### src/rtl/cfg_layer_seq.sv
// rtl/cfg_layer_seq.sv - per-layer configuration table with start/lay_done layer sequencer
module cfg_layer_seq #(
  parameter int LENROW_W   = 5,
  parameter int BLK_W      = 6,
  parameter int FRM_W      = 4,
  parameter int PAT_W      = 4,
  parameter int LAY_W      = 4,
  parameter int DEPTH      = 8,
  parameter int DEF_LENROW = 16,
  parameter int DEF_DEPBLK = 32,
  parameter int DEF_NUMBLK = 2,
  parameter int DEF_NUMFRM = 8,
  parameter int DEF_NUMPAT = 1,
  parameter int DEF_NUMLAY = 8,
  localparam int E = LENROW_W + 2*BLK_W + FRM_W + PAT_W
) (
  input  logic                clk,
  input  logic                rst_n,
  input  logic                clr,
  input  logic                wr_vld,
  output logic                wr_rdy,
  input  logic [E-1:0]        wr_data,
  input  logic                wr_last,
  input  logic                start,
  input  logic                lay_done,
  output logic [LENROW_W-1:0] CFG_LenRow,
  output logic [BLK_W-1:0]    CFG_DepBlk,
  output logic [BLK_W-1:0]    CFG_NumBlk,
  output logic [FRM_W-1:0]    CFG_NumFrm,
  output logic [PAT_W-1:0]    CFG_NumPat,
  output logic [LAY_W-1:0]    CFG_NumLay,
  output logic [LAY_W-1:0]    CFG_LayIdx,
  output logic                cfg_vld,
  output logic                busy,
  output logic                all_done
);
  localparam int AW = $clog2(DEPTH);
  localparam int PW = AW + 1;
  localparam logic [PW-1:0]    LAST_PTR = PW'(DEPTH - 1);
  localparam logic [PW-1:0]    PTR_ONE  = PW'(1);
  localparam logic [LAY_W-1:0] LAY_ONE  = LAY_W'(1);

  typedef enum logic [2:0] {IDLE, LOAD, READY, APPLY, RUN} state_t;

  state_t        state_q, state_d;
  logic [E-1:0]  mem [DEPTH];
  logic [PW-1:0] wr_ptr;
  logic [E-1:0]  rd_entry;
  logic          wr_acc;
  logic          last_lay;

  assign wr_acc   = wr_vld & wr_rdy;
  assign last_lay = (CFG_LayIdx == CFG_NumLay - LAY_ONE);
  assign rd_entry = mem[CFG_LayIdx[AW-1:0]];

  always_ff @(posedge clk or negedge rst_n) begin
    if (!rst_n) state_q <= IDLE;
    else        state_q <= state_d;
  end

  always_comb begin
    state_d = state_q;
    busy    = (state_q == APPLY) || (state_q == RUN);
    if (clr) begin
      state_d = IDLE;
    end else begin
      case (state_q)
        IDLE:    if (wr_acc) state_d = wr_last ? READY : LOAD;
        LOAD:    if (wr_acc && (wr_last || wr_ptr == LAST_PTR)) state_d = READY;
        READY:   if (start) state_d = APPLY;
        APPLY:   state_d = RUN;
        RUN:     if (lay_done) state_d = last_lay ? READY : APPLY;
        default: state_d = IDLE;
      endcase
    end
  end

  // Table storage carries no reset; entries are only read after being written.
  always_ff @(posedge clk) begin
    if (wr_acc) mem[wr_ptr[AW-1:0]] <= wr_data;
  end

  always_ff @(posedge clk or negedge rst_n) begin
    if (!rst_n) begin
      wr_rdy     <= 1'b1;
      wr_ptr     <= '0;
      cfg_vld    <= 1'b0;
      all_done   <= 1'b0;
      CFG_LayIdx <= '0;
      CFG_LenRow <= LENROW_W'(DEF_LENROW);
      CFG_DepBlk <= BLK_W'(DEF_DEPBLK);
      CFG_NumBlk <= BLK_W'(DEF_NUMBLK);
      CFG_NumFrm <= FRM_W'(DEF_NUMFRM);
      CFG_NumPat <= PAT_W'(DEF_NUMPAT);
      CFG_NumLay <= LAY_W'(DEF_NUMLAY);
    end else if (clr) begin
      wr_rdy     <= 1'b1;
      wr_ptr     <= '0;
      cfg_vld    <= 1'b0;
      all_done   <= 1'b0;
      CFG_LayIdx <= '0;
      CFG_LenRow <= LENROW_W'(DEF_LENROW);
      CFG_DepBlk <= BLK_W'(DEF_DEPBLK);
      CFG_NumBlk <= BLK_W'(DEF_NUMBLK);
      CFG_NumFrm <= FRM_W'(DEF_NUMFRM);
      CFG_NumPat <= PAT_W'(DEF_NUMPAT);
      CFG_NumLay <= LAY_W'(DEF_NUMLAY);
    end else begin
      // Ready is looked ahead from the next state so it stays a pure register.
      wr_rdy   <= (state_d == IDLE) || (state_d == LOAD);
      all_done <= 1'b0;
      case (state_q)
        IDLE, LOAD: begin
          if (wr_acc) begin
            wr_ptr <= wr_ptr + PTR_ONE;
            if (state_d == READY) CFG_NumLay <= LAY_W'(wr_ptr) + LAY_ONE;
          end
        end
        READY: begin
          if (start) CFG_LayIdx <= '0;
        end
        APPLY: begin
          CFG_LenRow <= rd_entry[E-1 -: LENROW_W];
          CFG_DepBlk <= rd_entry[E-LENROW_W-1 -: BLK_W];
          CFG_NumBlk <= rd_entry[FRM_W+PAT_W+BLK_W-1 -: BLK_W];
          CFG_NumFrm <= rd_entry[PAT_W+FRM_W-1 -: FRM_W];
          CFG_NumPat <= rd_entry[PAT_W-1:0];
          cfg_vld    <= 1'b1;
        end
        RUN: begin
          if (lay_done) begin
            cfg_vld <= 1'b0;
            if (last_lay) all_done   <= 1'b1;
            else          CFG_LayIdx <= CFG_LayIdx + LAY_ONE;
          end
        end
        default: ;
      endcase
    end
  end
endmodule

### config.mk
export PLATFORM = sky130hd
export DESIGN_NAME = cfg_layer_seq
export DESIGN_NICKNAME = d
export VERILOG_FILES = /design/src/rtl/cfg_layer_seq.sv
export SDC_FILE = /design/constraint.sdc
export NUM_CORES = 1
export LEC_CHECK = 0
export CAP_MARGIN = 10
export CORE_ASPECT_RATIO = 0.6
export CORE_MARGIN = 2
export CORE_UTILIZATION = 50
export DETAILED_ROUTE_END_ITERATION = 8
export HOLD_SLACK_MARGIN = 0.08
export PLACE_DENSITY_LB_ADDON = 0.12
export SYNTH_ARGS = -nofsm -noshare
export SYNTH_HDL_FRONTEND = slang
export SYNTH_SLANG_ARGS = --single-unit
export TNS_END_PERCENT = 10
### constraint.sdc
create_clock -name clk -period 9.8 [get_ports clk]
set_input_delay 1.96 -clock clk [delete_from_list [all_inputs] [get_ports clk]]
set_output_delay 1.96 -clock clk [all_outputs]
set_load 0.01 [all_outputs]
Yosys cells after proc, flatten, opt, wreduce, memory -nomap -nowiden
Memories as Yosys holds them, arrays and structs flattened.
Index checks and enable logic that the tools add are counted.
Word-level totals
  memories kept: 1
  input port bits: 32
  register bits after elaboration: 43
  word-level logic and storage cells: 85
  bits in writable memories: 200
  output and inout port bits: 37
Cells by class
  multiplexer cells: 40
  $add $sub $neg: 3
  eq/ne operators: 11
  reduce and logical (&&, ||, !) cells: 17
  bitwise gates (word level): 1
Memory list
  mem: words 8, width 25, read ports 1, clocked after Yosys merged registers in 0, wr ports 1, RTL line 46  | logic [E-1:0] mem [DEPTH];
Operators with widths (count)
  $mux 4: 15
  $mux 6: 4
  $mux 3: 5
  $pmux 3 s5: 1
  $mux 1: 10
  $mux 5: 2
  $eq 3x2->1 const B: 3
  $ne 3x3->1 const B: 3
  $add 4x1->4 const B: 2
  $pmux 4 s2: 1
  $reduce_bool 2->1: 4
  $eq 3x1->1 const B: 2
  $logic_not 3->1: 2
  $reduce_bool 3->1: 2
  $eq 4x3->1 const B: 1
  $eq 4x4->1: 1
  $reduce_and 2->1: 2
  $reduce_and 4->1: 1
  $sub 4x1->4 const B: 1
  $eq 3x3->1 const B: 1
  $logic_or 1x1->1: 3
  $reduce_and 3->1: 1
  $mux 2: 1
  $pmux 1 s2: 1
  3 further kinds: 3

Logic depth before layout (Yosys ltp)
  word-level depth: 11
  gate-level depth with buffers: 8

Worst setup path before layout
Ideal clock, no wire load.
  kind: input -> register
  from: in wr_vld
  to: mem mem[0][0] (netlist bit), enable pin
  required time: 9.330 ns
  buffers on the path: 0
  stages on the path: 2
  data arrival time: 4.547 ns
  setup slack: 4.783 ns
  cells stage by stage: nand2_1 -> nor4_1
On the way
  longest elaborated chain between the ends: 3
Ends and longest elaborated chain
  from (decl): RTL line 20  | input logic wr_vld,
  $and 1x1->1: RTL line 52  | assign wr_acc = wr_vld & wr_rdy;
  $mux 1: RTL line 80  | if (wr_acc) mem[wr_ptr[AW-1:0]] <= wr_data;
  $mux 1 (not written as such): RTL line 80
  to (decl): RTL line 46
Every way passes these cells.

Worst setup path in the final report
  from: reg CFG_LayIdx[2]
  to: out CFG_LayIdx[2]
RTL lines
  from (decl): RTL line 32  | output logic [LAY_W-1:0] CFG_LayIdx,
  from (signal assigned): RTL line 134  | else CFG_LayIdx <= CFG_LayIdx + LAY_ONE;
No word-level cell between the ends.

==> flow_metrics.env <==
export IMPL_fin_skew_ns=0.0114
export IMPL_seq_area_frac_synth_pct=74.6
export IMPL_max_freq_ghz=0.239
export IMPL_cp_max_fo=30
export IMPL_drive_gt1_share_pct=19.8
export IMPL_cp_slowest_stage_delay_ns=1.04
export IMPL_grt_pass1_wl_mm=29.0
export IMPL_worst_slew_pin_slew_ns=1.13
export IMPL_dr_pass1_iters=5
export IMPL_grt_overflow=0
export IMPL_grt_pass1_vias=4836
export IMPL_clk_latency_ns=0.50
export IMPL_worstHoldPathType="reg2reg"
export IMPL_initial_utilization_pct=51.8
export IMPL_crit_arrival_ns=2.23
export IMPL_cts_resized=0
export IMPL_drc=0
export IMPL_path_clk_slew_ns=0.07
export IMPL_place_hpwl_mm=10.5
export IMPL_ys_types=37
export IMPL_ys_ff_latch=243
export IMPL_synthSimpleGateAreaFrac_pct=4.29
export IMPL_syn_nets=538
export IMPL_rsz0062_at_grt="no"
export IMPL_drt_iter0_markers=467
export IMPL_start_kind="register"
export IMPL_outcome="completed"
export IMPL_ios=69
export IMPL_die_w_um=182
export IMPL_vdd_drop_max_uv=123
export IMPL_maxSlewHeadroom_pct=24.2
export IMPL_cts_tree="yes"
export IMPL_muxShareOfSynthArea_pct=14.8
export IMPL_async_flop_share_pct=17.7
export IMPL_num_rows=38
export IMPL_antenna_found_initial=0
export IMPL_p_leak_nw=3.63
export IMPL_power_density_nw_per_um2=199
export IMPL_nNetsFinal=614
export IMPL_synth_compound_area_share_pct=2.90
export IMPL_cts_setup_buffers=0
export IMPL_num_vias=4758
export IMPL_cts_max_path_buffers=3
export IMPL_drv_cap=0
export IMPL_h_tree_depth=1
export IMPL_synth_top_family_by_area="multiplexers"
export IMPL_place_gp_congestion=0.826
export IMPL_setup_tns_ns=0
export IMPL_grt_max_degree=55
export IMPL_syn_area_um2=9500
export IMPL_track_usage_pct=19.0
export IMPL_crit_type="reg2out"
export IMPL_numCtsBuffers=22
export IMPL_syn_area_per_cell_um2=18.9
export IMPL_wl_mm=18.6
export IMPL_required_ns=7.84
export IMPL_diodes=0
export IMPL_post_route_util_pct=61.1
export IMPL_setup_ws_ns=5.61
export IMPL_slew_viol_final=0
export IMPL_vias_per_cell=5.70
export IMPL_synth_flop_cell="edfxtp_1"
export IMPL_end_kind="primary output"
export IMPL_synth_warnings=0
export IMPL_die_y_um=111
export IMPL_crit_chain="clkdlybuf4s50_1"
export IMPL_areaGrowthSynthToFinish_pct=18.1
export IMPL_finalCritPeriodShare_pct=42.8
export IMPL_io_buffers=68
export IMPL_netlist_instances=503
export IMPL_routedWlPerCell_um=22.3
export IMPL_antenna_left=0
export IMPL_synth_adder_area_share_pct=0.395
export IMPL_crit_path_top_delay_cell="dfrtp_2"
export IMPL_synth_edff_count=200
export IMPL_clkSinkCount=243
export IMPL_dpl_cell_count=795
export IMPL_setup_viol=0
export IMPL_dieArea_um2=20200
export IMPL_core_area_um2=18400
export IMPL_hold_viol_final=0
export IMPL_critical_path_top_delay_family="flip-flops"
export IMPL_instances_no_fill=835
export IMPL_crit_buf_inv=1
export IMPL_hold_buffers=0
export IMPL_post_place_ws_ns=5.73
export IMPL_fin_crit_ns=4.19
export IMPL_synthXorXnorAreaFrac_pct=1.01
export IMPL_cts_root_buf="clkbuf_16"
[cell usage in the layout, fill, tap and decap left out, types with 2 or more instances in the layout]
cell type        synthesis  routed
mux4_2                  50      50
clkbuf_1                13       4
nor2_1                  25      22
clkdlybuf4s50_1          0      67
nor3_1                   8       4
o21ai_0                 29      29
nand2b_1                 8       8
nor3_2                   0       4
dfstp_2                  7       7
inv_1                    5       5
nor2_2                   0       3
nand2_1                 25      25
edfxtp_1               200     200
dfrtp_1                 36      33
nand3b_1                 6       6
buf_4                    2      11
o21ai_1                  2       2
clkbuf_16                0      23
xor2_1                   3       3
bufinv_16                0       5
ha_1                     3       3
a21oi_1                 13      13
or3_1                    4       4
mux2i_1                 27      27
dfrtp_2                  0       2
clkinv_2                 0       4
xnor2_1                  8       8
nand3_1                  4       4
clkinv_1                 0       2
[path summary, 6_finish.rpt]
| check | end | from | slack, ns | cells past startpoint |
|---|---|---|---|---|
| worst max-delay path | CFG_LayIdx[2] | CFG_LayIdx[2]$_DFFE_PN0P_ | 5.61 | 1 |
| worst min-delay path | CFG_NumBlk[5]$_DFFE_PN0P_ | CFG_NumBlk[5]$_DFFE_PN0P_ | 0.48 | 2 |
| worst max register to register | CFG_DepBlk[0]$_DFFE_PN0P_ | CFG_LayIdx[0]$_DFFE_PN0P_ | 7.37 | 4 |
| worst min register to register | CFG_NumBlk[5]$_DFFE_PN0P_ | CFG_NumBlk[5]$_DFFE_PN0P_ | 0.48 | 2 |
| max in group asynchronous | CFG_LayIdx[0]$_DFFE_PN0P_ | rst_n | 7.75 | 2 |
| min in group asynchronous | CFG_NumPat[2]$_DFFE_PN0P_ | rst_n | 1.57 | 2 |
[logic make-up (layout without fill, tap and decap cells)]
logic type,count (synthesis),in the layout
fa+ha+maj,3,3
simple gates,86,86
xor+xnor,11,11
buf+inv,32,124
compound gates,50,50
mux,78,78
flops,243,243
[power breakdown]
part           total (mW)  leakage (nW)  switching, mW  internal, mW
Clock               0.919         0.382          0.357         0.562
Combinational       0.131         0.872         0.0745        0.0568
Sequential           1.18          2.38         0.0186          1.16
Total                2.23          3.63          0.450          1.78
[state kept, by name, summed over array words and instances, names as in the netlist, 4 cells and up]
name / count
CFG_NumPat: 4
CFG_LenRow: 5
CFG_LayIdx: 4
CFG_NumFrm: 4
CFG_NumBlk: 6
CFG_DepBlk: 6
CFG_NumLay: 4
mem: 200
wr_ptr: 4
[worst reg2reg max path, delay by kind of cell (launching register included)]
family,cells,cell delay (ns)
flip-flops,1,0.53
multiplexers,2,0.86
buffers and inverters,1,0.78
AO/OA/AOI/OAI,1,0.12
[metal layers]
layer / vias up / GRT usage (%) / routed length, um
met3: 20 / 3.58 / 1060
met1: 2457 / 28.7 / 8710
met5: - / 0 / 0
met2: 148 / 29.4 / 8590
li1: 2133 / - / -
met4: 0 / 3.66 / 224
[stage by stage]
step	cell area (um2)	power, mW	hold slack [ns]
after floorplan	9500	1.27	0.506
after detailed placement	10400	1.33	0.476
after global routing	11200	2.31	0.514
after CTS	11200	2.26	0.491
after global placement	10400	1.33	0.460
final	11200	2.23	0.485
[cells in the mapped netlist, drive strengths merged (2+ instances only)]
cell type / count / share of area (%)
edfxtp: 200 / 63
mux4: 50 / 12
dfrtp: 36 / 9.5
o21ai: 31 / 1.6
mux2i: 27 / 2.8
nand2: 25 / 0.99
nor2: 25 / 0.99
clkbuf: 14 / 0.66
a21oi: 13 / 0.68
buf: 13 / 1.1
nand2b: 8 / 0.53
nor3: 8 / 0.42
xnor2: 8 / 0.74
dfstp: 7 / 1.9
nand3b: 6 / 0.47
inv: 5 / 0.20
nand3: 4 / 0.21
or3: 4 / 0.26
ha: 3 / 0.40
xor2: 3 / 0.28
nor4: 2 / 0.13
[cell type report]
type | count | area (um2)
clock buffers | 27 | 591
inverters | 5 | 18.8
repair buffers | 79 | 758
multi-input cells | 228 | 2260
clock inverters | 13 | 194
flip-flops and latches | 243 | 7100
well taps | 240 | 300
fillers | 1292 | 7130
Power figures use the tool's default switching activity.
==> edit 1: new RTL, same flow settings <==
Reset style: synchronous (`rst_n`), changed in 2 clocked blocks.
--- a/src/rtl/cfg_layer_seq.sv
+++ b/src/rtl/cfg_layer_seq.sv
@@ -53,7 +53,7 @@
   assign last_lay = (CFG_LayIdx == CFG_NumLay - LAY_ONE);
   assign rd_entry = mem[CFG_LayIdx[AW-1:0]];
 
-  always_ff @(posedge clk or negedge rst_n) begin
+  always_ff @(posedge clk) begin
     if (!rst_n) state_q <= IDLE;
     else        state_q <= state_d;
   end
@@ -80,7 +80,7 @@
     if (wr_acc) mem[wr_ptr[AW-1:0]] <= wr_data;
   end
 
-  always_ff @(posedge clk or negedge rst_n) begin
+  always_ff @(posedge clk) begin
     if (!rst_n) begin
       wr_rdy     <= 1'b1;
       wr_ptr     <= '0;
Check against the original RTL: differs if rst_n is asserted again (counterexample within 4 cycles, from zero or initial values and one cycle with rst_n low); with rst_n held inactive, the same outputs for 4 cycles.
==> edit 1 against the original RTL <==
Non-clock buffer count up 1. Design area down 0.97%. Wire length down 0.44%. Sequential cell count unchanged. Synthesized area down 1.1%. Register-to-register slack worse by 0.16 ns. Worst setup slack worse by 0.14 ns. Largest cell class unchanged.
Power is not compared: it rests on default switching activity, and its combinational part moved more than twofold at a synthesized area within 25%.
==> edit 1: results <==
set metrics [dict create \
    fin_nets 635 \
    grt_usage 0.1908 \
    yosys-top-cells-area "edfxtp_1 (64%), mux4_2 (9.6%), dfxtp_1 (9.2%)" \
    ys_warn_count 0 \
    dr.pass1.iters 5 \
    power_density_nw_per_um2 186.3 \
    ff2ff_setup_slack_ns 7.21 \
    cts_buffers 23 \
    nFillCells 1330 \
    cts_setup_buffers 0 \
    drt_iter0_drc 328 \
    skew_ns 0.01365 \
    yosys-top-cells-count "edfxtp_1 (200), dfxtp_1 (43), mux4_2 (40), mux2i_1 (31), nor2_1 (31)" \
    slew_headroom 0.2611 \
    synth_compound_area_frac 0.04888 \
    r2r-start "CFG_LayIdx[0]" \
    grt_antenna_before_repair 0 \
    cp.arrival_ns 2.37 \
    port-buffer-count 68 \
    grt_pass1_wl_um 28510 \
    synth.area.mux_share 0.1425 \
    whs_endpoint "CFG_NumPat[0]" \
    async_reset_ff_frac 0 \
    r2r_cells 6 \
    pre_cts_slack_ns 5.362 \
    synth_nets 560 \
    placed_area_um2 10370 \
    synth_enable_flop_cells 200 \
    drive_gt1_frac 0.1834 \
    hpwl_um 10720 \
    min_from "CFG_NumPat[0]" \
    hold_path_class "flip-flop to flip-flop" \
    largest_reg_flops 200 \
    htree_levels 1 \
    ys_types 43 \
    whs_ns 0.4671 \
    grt_pass1_vias 4941 \
    gp_congestion 0.8485 \
    reg2reg_to "CFG_LayIdx[3]" \
    synth_fa_ha_area_frac 0.003996 \
    root_buffer "clkbuf_16" \
    wl_per_cell_um 21.61 \
    diodes 0 \
    status "completed" \
    ys_seq_area_frac 0.7310 \
    viasPerCell 5.692 \
    cts_resized 0 \
    cp_max_fo 13 \
    peakVddDrop_uv 136.7 \
    min_path_cells 2 \
    synth_xor_area_frac 0.01026 \
    power_leakage_nw 3.358 \
    grt_max_degree 55 \
]
## edit 1: area by class of cell
cell class / instances / area share
tap: 240 / 0.02703
clock inverter: 17 / 0.01475
clock buffer: 24 / 0.05214
multi-input combinational: 248 / 0.2168
timing repair buffer: 80 / 0.06937
inverter: 4 / 0.001351
sequential: 243 / 0.6186
## edit 1: logic make-up after synthesis
group | count (synthesis)
xor+xnor | 11
simple gates | 85
compound gates | 67
buf+inv | 34
flops | 243
mux | 82
fa+ha+maj | 3
## edit 1: critical path, stage by stage (launching register included)
cell and delay [ns]:
dfxtp_1 0.51, nand2b_1 0.19, or2_1 0.47, nand2_1 0.15, clkdlybuf4s50_1 0.54
## edit 1: how the worst max path moves through the flow
stage / from / endpoint / slack (ns)
2_1_floorplan: wr_vld / mem[0][0] / 4.85
3_3_place_gp: wr_vld / mem[1][5] / 5.36
3_5_place_dp: wr_vld / mem[1][5] / 5.36
4_1_cts: state_q[0] / busy / 5.45
5_1_grt: state_q[0] / busy / 5.38
6_report: state_q[0] / busy / 5.47
## edit 1: metal layers
metal  part of all wire  GRT usage  up-vias
li1                   -          -     2235
met1               0.49     0.2864     2489
met2               0.44     0.2970      122
met3              0.053    0.03679       26
met4              0.015    0.03775        0
met5                  0          0        -
## edit 1: power by group through the flow
stage	Sequential [W]	Combinational, W	Clock, W
after floorplan	0.00116	0.0000260	0
after global placement	0.00116	0.0000588	0
after detailed placement	0.00116	0.0000613	0
after CTS	0.00114	0.0000615	0.000895
after global routing	0.00114	0.0000661	0.000935
final	0.00114	0.0000608	0.000874
## edit 1: stage by stage
step | std cells | total power, W
floorplan | 525 | 0.001182
global placement | 815 | 0.001216
detailed placement | 815 | 0.001219
CTS | 856 | 0.002091
global route | 856 | 0.002137
finish | 856 | 0.002070
==> edit 2: new RTL, same settings <==
Made on the original files. Set the parameter `LAY_W` to 5 (it was 4).
--- a/src/rtl/cfg_layer_seq.sv
+++ b/src/rtl/cfg_layer_seq.sv
@@ -4,7 +4,7 @@
   parameter int BLK_W      = 6,
   parameter int FRM_W      = 4,
   parameter int PAT_W      = 4,
-  parameter int LAY_W      = 4,
+  parameter int LAY_W      = 5,
   parameter int DEPTH      = 8,
   parameter int DEF_LENROW = 16,
   parameter int DEF_DEPBLK = 32,
Interface: changed (resized CFG_LayIdx and CFG_NumLay); port bits go from 69 to 71. The function was not compared with the original's and may differ.
==> edit 2 against the original RTL <==
Clock power down 9.1%. Sequential cell count increased by 2. Sequential share of layout area is 0.35 points lower. Wire length is 1.7% higher. Non-clock buffer count grew 4. Synthesized area up 1.4%. Design area is 1.3% higher. Final cell count grew 2.6%. Total power is 2.7% lower. Clock skew increased by 0.0045 ns. Global-route usage grew 0.10 points. Die area grew 1.3%. Worst setup slack lost 0.010 ns. Largest cell class unchanged. Highest routed layer unchanged.
==> edit 2: results <==
set metrics [dict create \
    yosys-top-cells-count "edfxtp_1 (200), mux4_2 (50), dfrtp_1 (38), nand2_1 (28), o21ai_1 (24)" \
    dr.pass1.iters 4 \
    clock_latency_ns 0.50 \
    hpwl_um 10670 \
    grt_pass1_wl_um 29050 \
    pre_cts_slack_ns 5.680 \
    cts_buffers 23 \
    largest_reg_flops 200 \
    peakVddDrop_uv 107.5 \
    cts_resized 0 \
    drive_gt1_frac 0.2020 \
    synth_nets 546 \
    power.switching_w 0.0004563 \
    htree_levels 1 \
    crit_family "flip-flops" \
    power_leakage_nw 3.667 \
    postRouteAntennaNets 0 \
    yosys-top-cells-area "edfxtp_1 (62%), mux4_2 (12%), dfrtp_1 (9.9%)" \
    cp.arrival_ns 2.24 \
    ys_seq_area_frac 0.7415 \
    grt_antenna_before_repair 1 \
    async_reset_ff_frac 0.1837 \
    gp_congestion 0.8116 \
    drt_iter0_drc 333 \
    fin_nets 627 \
    grt_usage 0.1910 \
    grt_max_degree 56 \
    skew_ns 0.01594 \
    grt_pass1_vias 5030 \
    cts_setup_buffers 0 \
    status "completed" \
    num_vias 4881 \
    port-buffer-count 70 \
    ys_types 46 \
    cp_max_fo 35 \
    wl_per_cell_um 22.04 \
    slew_headroom 0.3033 \
]
-- edit 2: power by group through the flow --
stage | combinational [W] | sequential (W) | clock (W)
after floorplan | 0.0000794 | 0.00121 | 0
after global placement | 0.000138 | 0.00121 | 0
after detailed placement | 0.000143 | 0.00121 | 0
after CTS | 0.000143 | 0.00119 | 0.000849
after global routing | 0.000154 | 0.00120 | 0.000899
final | 0.000142 | 0.00119 | 0.000835
-- edit 2: metal layers --
metal,global-route usage,share of wire,vias to the layer above
met1,0.2808,0.47,2566
met3,0.03566,0.039,26
met2,0.3051,0.48,88
li1,-,-,2201
met5,0,0,-
met4,0.03893,0.013,0
-- edit 2: worst paths after layout --
kind                          startpoint             to  slack, ns  depth (start not counted)
max                        CFG_LayIdx[2]  CFG_LayIdx[2]       5.60                          1
min                        CFG_NumBlk[3]  CFG_NumBlk[3]       0.50                          2
max reg2reg                CFG_LayIdx[2]  CFG_LayIdx[0]       7.35                          5
min reg2reg                CFG_NumBlk[3]  CFG_NumBlk[3]       0.50                          2
max in group asynchronous          rst_n  CFG_LayIdx[0]       7.73                          2
min in group asynchronous          rst_n  CFG_DepBlk[1]       1.57                          2
-- edit 2: logic make-up after synthesis --
logic type                 synth area share
DFF                                  0.7415
muxes                                0.1468
and+or+nand+nor                     0.04729
adders and majority gates          0.003898
buffers and inverters               0.01442
AOI/OAI and AO/OA                   0.03703
xor gates and xnor gates           0.009094
-- edit 2: area by class of cell --
type	count	area (µm²)
multi-input combinational	234	2389
timing repair buffer	83	793.3
tap	246	307.8
sequential	245	7147
antenna	2	5.005
fill	1399	7572
clock inverter	5	52.55
clock buffer	37	648.1
inverter	5	18.77
-- edit 2: per-stage QoR --
stage                       util  std cells  power, W  hold slack (ns)
final                     0.6001        857  0.002169           0.5010
after detailed placement  0.5628        813  0.001357           0.4911
after global placement    0.5628        813  0.001349           0.4809
after CTS                 0.5998        855  0.002185           0.5042
after floorplan                -        511  0.001287           0.5229
after global routing      0.5998        855  0.002249           0.5521
